$ cat config.mk
export PLATFORM = sky130hd
export DESIGN_NAME = i2c_reg_slave
export DESIGN_NICKNAME = d
export VERILOG_FILES = /design/src/rtl/i2c_reg_slave.sv
export SDC_FILE = /design/constraint.sdc
export NUM_CORES = 2
export LEC_CHECK = 0
export BUFFER_PORTS_ARGS = -buffer_cell sky130_fd_sc_hd__clkbuf_2
export CORE_UTILIZATION = 60
export DETAILED_ROUTE_END_ITERATION = 6
export PLACE_DENSITY = 0.72
export SYNTH_ARGS = -nofsm -noshare
export SYNTH_HDL_FRONTEND = slang
export SYNTH_SLANG_ARGS = --single-unit
$ cat constraint.sdc
create_clock -name clk -period 82.2 [get_ports clk]
set_input_delay 8.22 -clock clk [delete_from_list [all_inputs] [get_ports clk]]
set_output_delay 8.22 -clock clk [all_outputs]
set_load 0.01 [all_outputs]
$ cat src/rtl/i2c_reg_slave.sv
// i2c_reg_slave: I2C target with a 256 x 8 register file
// and an auto-incrementing register pointer.
module i2c_reg_slave #(
    parameter logic [6:0] CHIP_ADDR  = 7'h39,
    parameter int         FILTER_LEN = 3,
    parameter logic [7:0] REG_INIT   = 8'h00
) (
    input  logic       clk,
    input  logic       reset,
    input  logic       scl_in,
    input  logic       sda_in,
    output logic       sda_out,
    output logic       sda_oen,
    input  logic [7:0] rd_addr,
    output logic [7:0] rd_data,
    output logic       wr_strobe,
    output logic [7:0] wr_addr,
    output logic [7:0] wr_data,
    output logic       busy
);
    localparam int FW = $clog2(FILTER_LEN + 1);

    typedef enum logic [3:0] {
        IDLE, ADDR, ACK_A, REG, ACK_R,
        WDATA, ACK_W, RDATA, ACK_M, IGNORE
    } state_t;

    state_t        st, st_n;
    logic [1:0]    s1, s2, flt, prv;
    logic [FW-1:0] fc [2];
    logic [3:0]    cnt, cnt_n;
    logic [7:0]    sh, sh_n;
    logic [7:0]    tx, tx_n;
    logic [7:0]    ptr, ptr_n;
    logic [7:0]    byte_in;
    logic [7:0]    mem [256];
    logic          busy_n, oen_n, we;
    logic          scl_f, sda_f, prv_scl, prv_sda;
    logic          rise, fall, start, stop;

    assign sda_out = 1'b0;

    assign scl_f   = flt[0];
    assign sda_f   = flt[1];
    assign prv_scl = prv[0];
    assign prv_sda = prv[1];
    assign rise    = scl_f & ~prv_scl;
    assign fall    = ~scl_f & prv_scl;
    assign start   = scl_f & prv_scl & prv_sda & ~sda_f;
    assign stop    = scl_f & prv_scl & ~prv_sda & sda_f;

    // synchronize both pins, then accept a level once stable (bit 0 scl, bit 1 sda)
    always_ff @(posedge clk or posedge reset) begin
        if (reset) begin
            s1    <= '1;
            s2    <= '1;
            flt   <= '1;
            prv   <= '1;
            fc[0] <= '0;
            fc[1] <= '0;
        end else begin
            s1  <= {sda_in, scl_in};
            s2  <= s1;
            prv <= flt;
            for (int i = 0; i < 2; i++) begin
                if (s2[i] == flt[i]) begin
                    fc[i] <= '0;
                end else if (fc[i] == FW'(FILTER_LEN - 1)) begin
                    flt[i] <= s2[i];
                    fc[i]  <= '0;
                end else begin
                    fc[i] <= fc[i] + FW'(1);
                end
            end
        end
    end

    // protocol state and datapath registers
    always_ff @(posedge clk or posedge reset) begin
        if (reset) begin
            st      <= IDLE;
            cnt     <= '0;
            sh      <= '0;
            tx      <= '0;
            ptr     <= '0;
            busy    <= 1'b0;
            sda_oen <= 1'b1;
        end else begin
            st      <= st_n;
            cnt     <= cnt_n;
            sh      <= sh_n;
            tx      <= tx_n;
            ptr     <= ptr_n;
            busy    <= busy_n;
            sda_oen <= oen_n;
        end
    end

    // next state; SDA only moves on the cycle after a filtered SCL fall
    always_comb begin
        st_n    = st;
        cnt_n   = cnt;
        sh_n    = sh;
        tx_n    = tx;
        ptr_n   = ptr;
        busy_n  = busy;
        oen_n   = sda_oen;
        we      = 1'b0;
        byte_in = {sh[6:0], sda_f};
        if (stop) begin
            st_n   = IDLE;
            oen_n  = 1'b1;
            busy_n = 1'b0;
        end else if (start) begin
            st_n   = ADDR;
            cnt_n  = '0;
            oen_n  = 1'b1;
            busy_n = 1'b0;
        end else begin
            unique case (st)
                ADDR, REG, WDATA: begin
                    if (rise) begin
                        sh_n  = byte_in;
                        cnt_n = cnt + 4'd1;
                        if (cnt == 4'd7 && st == REG)
                            ptr_n = byte_in;
                        if (cnt == 4'd7 && st == WDATA) begin
                            we    = 1'b1;
                            ptr_n = ptr + 8'd1;
                        end
                    end
                    if (fall && cnt == 4'd8) begin
                        cnt_n = '0;
                        oen_n = 1'b0;
                        if (st == REG) begin
                            st_n = ACK_R;
                        end else if (st == WDATA) begin
                            st_n = ACK_W;
                        end else if (sh[7:1] == CHIP_ADDR) begin
                            st_n   = ACK_A;
                            busy_n = 1'b1;
                        end else begin
                            st_n  = IGNORE;
                            oen_n = 1'b1;
                        end
                    end
                end
                ACK_A: begin
                    if (fall) begin
                        cnt_n = '0;
                        if (sh[0]) begin
                            st_n  = RDATA;
                            tx_n  = mem[ptr];
                            oen_n = mem[ptr][7];
                        end else begin
                            st_n  = REG;
                            oen_n = 1'b1;
                        end
                    end
                end
                ACK_R, ACK_W: begin
                    if (fall) begin
                        st_n  = WDATA;
                        cnt_n = '0;
                        oen_n = 1'b1;
                    end
                end
                RDATA: begin
                    if (rise)
                        cnt_n = cnt + 4'd1;
                    if (fall) begin
                        if (cnt == 4'd8) begin
                            st_n  = ACK_M;
                            oen_n = 1'b1;
                            ptr_n = ptr + 8'd1;
                        end else begin
                            tx_n  = {tx[6:0], tx[7]};
                            oen_n = tx[6];
                        end
                    end
                end
                ACK_M: begin
                    // cnt = 9 marks an ACK seen on the 9th rise
                    if (rise) begin
                        if (sda_f)
                            st_n = IGNORE;
                        else
                            cnt_n = 4'd9;
                    end
                    if (fall && cnt == 4'd9) begin
                        st_n  = RDATA;
                        cnt_n = '0;
                        tx_n  = mem[ptr];
                        oen_n = mem[ptr][7];
                    end
                end
                default: begin
                end
            endcase
        end
    end

    // register file: I2C write port and registered local read port
    always_ff @(posedge clk or posedge reset) begin
        if (reset) begin
            for (int i = 0; i < 256; i++)
                mem[i] <= REG_INIT;
            rd_data <= REG_INIT;
        end else begin
            if (we)
                mem[ptr] <= byte_in;
            rd_data <= mem[rd_addr];
        end
    end

    // one-cycle write notification aligned with the memory update
    always_ff @(posedge clk or posedge reset) begin
        if (reset) begin
            wr_strobe <= 1'b0;
            wr_addr   <= '0;
            wr_data   <= '0;
        end else begin
            wr_strobe <= we;
            if (we) begin
                wr_addr <= ptr;
                wr_data <= byte_in;
            end
        end
    end
endmodule
* Word level (Yosys, flattened, before mapping)
Index checks and enable logic that the tools add are counted.
** Storage, ports and cells
- Register bits :: 2119
- Bits in latches :: 0
- Memory bits (writable) :: 0
- Memory bits (read-only) :: 0
- Bits of input ports :: 12
- Output and inout port bits :: 28
- Logic and storage cells :: 432
- Memories :: 0
** Operators by class
- $add $sub $neg :: 4
- Multiply operators :: 0
- Div/mod/pow operators :: 0
- Magnitude comparators :: 3
- Eq/ne operators :: 37
- Shift-type cells :: 0
- Muxes and demuxes :: 73
- Bitwise gates (word level) :: 17
- Reduce and logical (&&, ||, !) cells :: 24
** Operator list (count)
- bitwise mux 2048 bit :: 1
- binary-select mux 8 bit (select 8 bit) :: 2
- two-way mux 8 bit :: 15
- two-way mux 4 bit :: 20
- demux 8 bit (select 8 bit) :: 1
- != test 4 bit (second input constant) :: 8
- two-way mux 1 bit :: 24
- one-hot mux 8 bit (3 select lines) :: 1
- == test 4 x 3 -> 1 bit (second input constant) :: 5
- one-hot mux 4 bit (5 select lines) :: 1
- >= comparator 9 bit (second input constant) :: 2
- inverter 8 -> 9 bit :: 2
- one-hot mux 4 bit (4 select lines) :: 1
- one-hot mux 8 bit (2 select lines) :: 1
- AND reduction 8 bit :: 2
- != test 2 bit (second input constant) :: 7
- == test 4 bit (second input constant) :: 3
- nonzero test 3 bit :: 4
- != test 5 bit (second input constant) :: 2
- AND reduction 5 bit :: 2
- less-than comparator 9 x 1 -> 1 bit (second input constant) :: 1
- != test 3 bit (second input constant) :: 3
- adder 8 x 1 -> 8 bit (second input constant) :: 1
- == test 4 x 2 -> 1 bit (second input constant) :: 2
- other kinds (22) :: 47

* Logic depth before layout (Yosys ltp)
- Depth after elaboration :: 9
- Gate-level depth with buffers :: 12
- Mapped depth without buffers :: 9

* Worst setup path before layout
OpenSTA, ideal clock, no wires.
- Kind :: in2reg
- Start :: in rd_addr[1]
- End :: reg rd_data[0]
- Library setup time :: 0.138 ns
- Arrival time :: 10.818 ns
- Required time :: 82.062 ns
- Path slack :: 71.243 ns
- Stages on the path :: 7
- Path buffers :: 3
- Cell sequence :: clkbuf_1 clkbuf_1 clkbuf_1 mux4_2 mux4_2 mux4_2 mux4_2
** On the way
- Word-level cells in the longest chain between the ends :: 4
** Ends and longest elaborated chain
- from (decl) :: RTL line 14 : input logic [7:0] rd_addr,
- inverter 8 -> 9 bit (implied by the code) :: RTL line 212 : rd_data <= mem[rd_addr];
- binary-select mux 8 bit (select 8 bit) :: RTL line 212
- two-way mux 8 bit (implied by the code) (2 in series) :: RTL line 212
- to (signal assigned) :: RTL line 212
- to (decl) :: RTL line 15 : output logic [7:0] rd_data,
Every way passes these cells. The select of a mux whose other input is x is not followed.
A chain may end at the register's enable or synchronous reset.

==> flow_summary_export.csv <==
group,metric,value,unit
clock_network,clockBufferDepth,3,
pwr,p_leak,53.6,nW
synthesis,synth_most_common_cell,"dfrtp_1",
synthesis,yosysTopAreaCell,"dfrtp_1",
critical_path,crit_cells,9,
placement,globalplace.congestion,0.931,
critical_path,slowest_stage,"buf_4",
synthesis,synth_seq_cells,2119,
clock_network,post-cts-setup-buffers,0,
flow_run,cap_violations,0,
sta,period_share,16.5,%
synthesis,synth_edf_count,0,
floorplanning,ios,40,
route,postRouteAntennaNets,0,
critical_path,crit_family,"buffers and inverters",
critical_path,reg2regPathDepth,11,
floorplanning,initial_utilization,60.4,%
critical_path,path_class,"input port to asynchronous set/reset pin",
critical_path,crit_fanout,167,
hold_path,whs_path_depth,0,
synthesis,ys.flop_type,"dfrtp_1",
hold_path,hp-class,"flop to flop",
finish,post-route-util,65.6,%
global_routing,grt_antenna_before_repair,18,
finish,final_area,122000,µm²
clock_network,cts_buffers,222,
global_routing,grt_pass1_vias,68700,
critical_path,critPathBufInv,9,
synthesis,yosys_warnings,0,
sta,worst_hold_slack,360,ps
synthesis,syn_area,112000,µm²
clock_network,root_buffer,"clkbuf_16",
synthesis,synth_cell_type_count,55,
clock_network,cts_tree,"built",
pwr,p_per_area,20.0,nW/µm²
sta,worst_pin_slew,1400,ps
route,drt_iter0_drc,7792,
critical_path,crit_chain,"clkbuf_2, inv_8, buf_12, buf_4, buf_4, buf_4, buf_4, buf_4, buf_4",
critical_path,path_common_cell,"buf_4",
floorplanning,die_x,434,µm
route,wl_per_cell,36.6,µm
placement,dpl.hpwl,216,mm
clock_network,cts.sinks,2119,
sta,finalSetupTns,0,ps
synthesis,synth.net_count,6857,
route,drcViolationCount,0,
sta,period_needed,13580,ps
sta,finClkSkew,28.7,ps
pwr,ir_worst_vdd,0.0225,mV
synthesis,synth_top_area_share,47.2,%
route,avgViaCountPerCell,7.36,
sta,finalHoldViolCount,0,
clock_network,cts.reportedPaths.clkPinSlew,50,ps
route,vias,68400,
clock_network,ctsResizeCount,0,
clock_network,clock_latency,880,ps
critical_path,cpPeakStageDelay,920,ps
critical_path,arrival,14410,ps
route,routed_wl,340,mm
global_routing,grt_usage,37.2,%
finish,drive_gt1_share,57.8,%
route,drtPass1Iterations,6,
global_routing,grt_max_degree,242,
floorplanning,coreArea,185000,µm²
synthesis,ys_top_cells_by_count,"2110 x dfrtp_1, 2054 x mux2_2, 1310 x mux4_2",
critical_path,end_kind,"asynchronous set/reset pin",
clock_network,cts_max_level,4,
synthesis,async_flop_share,100,%
synthesis,synth_cells,6838,
synthesis,avgSynthCellArea,16.4,µm²
status,status,"finished, final reports clean",
sta,rsz0062_at_grt,"false",
synthesis,yosysSeqAreaShare,47.4,%
finish,fin_nets,6648,
placement,port_buffers,38,
finish,area_delta_synth_final,8.66,%
floorplanning,dieArea,188000,µm²
global_routing,grt_pass1_wl,501,mm
sta,setup_violations,0,
synthesis,synthTopCellsByArea,"dfrtp_1 47%, mux4_2 26%, mux2_2 21%",
sta,relSlewSlack,5.99,%
critical_path,worstPathRequired,83030,ps
sta,fmaxAchievable,73.6,MHz
sta,slew_violations,0,
clock_network,cts_hold_buf,0,
floorplanning,row_count,158,
global_routing,grt-ovfl-total,0,
floorplanning,die_height,434,µm
placement,placed_area,114000,µm²
critical_path,start_kind,"input port",
## cells by family (layout without fill, tap and decap cells)
group                      after synthesis  after routing  synth area share (%)
muxes                                 3370           3370                  47.1
other                                    1             17               0.00335
and+or+nand+nor                        536            536                  2.05
DFF                                   2119           2119                  47.4
adders and majority gates                8              8                0.0873
buffers and inverters                  618            587                  2.26
xor gates and xnor gates                 3              3                0.0235
AOI/OAI and AO/OA                      183            183                  1.03
## flip-flops by register name (all words and copies together), names as in the netlist
register,cells
mem,2048
ptr,8
rd_data,8
sh,8
tx,8
wr_addr,8
wr_data,8
cnt,4
fc,4
st,4
flt,2
prv,2
s1,2
s2,2
busy,1
sda_oen,1
wr_strobe,1
## path summary, 6_finish.rpt
path	from	endpoint	slack, ps
min in group asynchronous	reset	mem[1259]	7440
setup reg to reg	ptr[1]	sda_oen	75300
setup / recovery	reset	mem[184]	68620
hold reg to reg	s1[0]	s2[0]	360
max in group clk	rd_addr[1]	rd_data[2]	69170
hold / removal	s1[0]	s2[0]	360
## final cells by class
| type | instances | area, µm² |
|---|---|---|
| inverters | 12 | 52.6 |
| clock buffers | 343 | 6770 |
| fillers | 12900 | 63700 |
| diodes | 16 | 40.0 |
| flip-flops and latches | 2119 | 53100 |
| multi-input cells | 4101 | 56400 |
| repair buffers | 173 | 1400 |
| well taps | 2480 | 3100 |
| clock inverters | 59 | 693 |
## layout by cell type, fill, tap and decap left out, drive strengths merged, types with 6 or more instances in the layout
cell    Yosys  final
a32oi       9      9
dfstp       9      9
nor4        9      9
a22oi      47     47
clkinv      0     38
diode       0     16
nand2     119    119
buf       151    140
bufinv      0     14
a31oi      10     10
inv        12     15
nor3       19     19
mux2i       6      6
ha          7      7
o22ai       7      7
a21oi      45     45
mux2     2054   2054
nand4      10     10
nor2      283    283
nand3      42     42
dfrtp    2110   2110
clkbuf    455    376
nand2b     10     10
mux4     1310   1310
o21ai      45     45
nor2b      23     23
## worst reg2reg max path: stages (launching register included)
cell and delay, ps:
dfrtp_4 910, buf_4 750, buf_12 460, buf_4 1040
buf_4 670, mux4_2 420, a22oi_1 340, a21oi_1 140
nor4_1 900, o22ai_1 560, o31ai_1 480, a31oi_1 140
## metal layers
metal | vias to the layer above | global-route usage, % | wire [µm]
li1 | 26500 | - | -
met1 | 37600 | 53.4 | 132000
met2 | 3578 | 54.2 | 155000
met3 | 760 | 9.35 | 34500
met4 | 14 | 17.2 | 18500
met5 | - | 0 | 81
## where the power goes
part	switching, mW	internal, mW	total (mW)
clock	0.427	0.605	1.03
sequential	0.0392	1.05	1.09
combinational	0.217	0.0935	0.310
total	0.683	1.75	2.43
## metrics by stage
| step | setup slack [ps] | cells | power [mW] |
|---|---|---|---|
| 6_report | 68620 | 9303 | 2.43 |
| 5_1_grt | 67670 | 9290 | 2.50 |
| 4_1_cts | 68370 | 9287 | 2.44 |
| 2_1_floorplan | 14130 | 6838 | 1.32 |
| 3_5_place_dp | 67470 | 8885 | 1.42 |
| 3_3_place_gp | 67650 | 8885 | 1.41 |
Note: power is estimated with default switching activity, not from simulation.
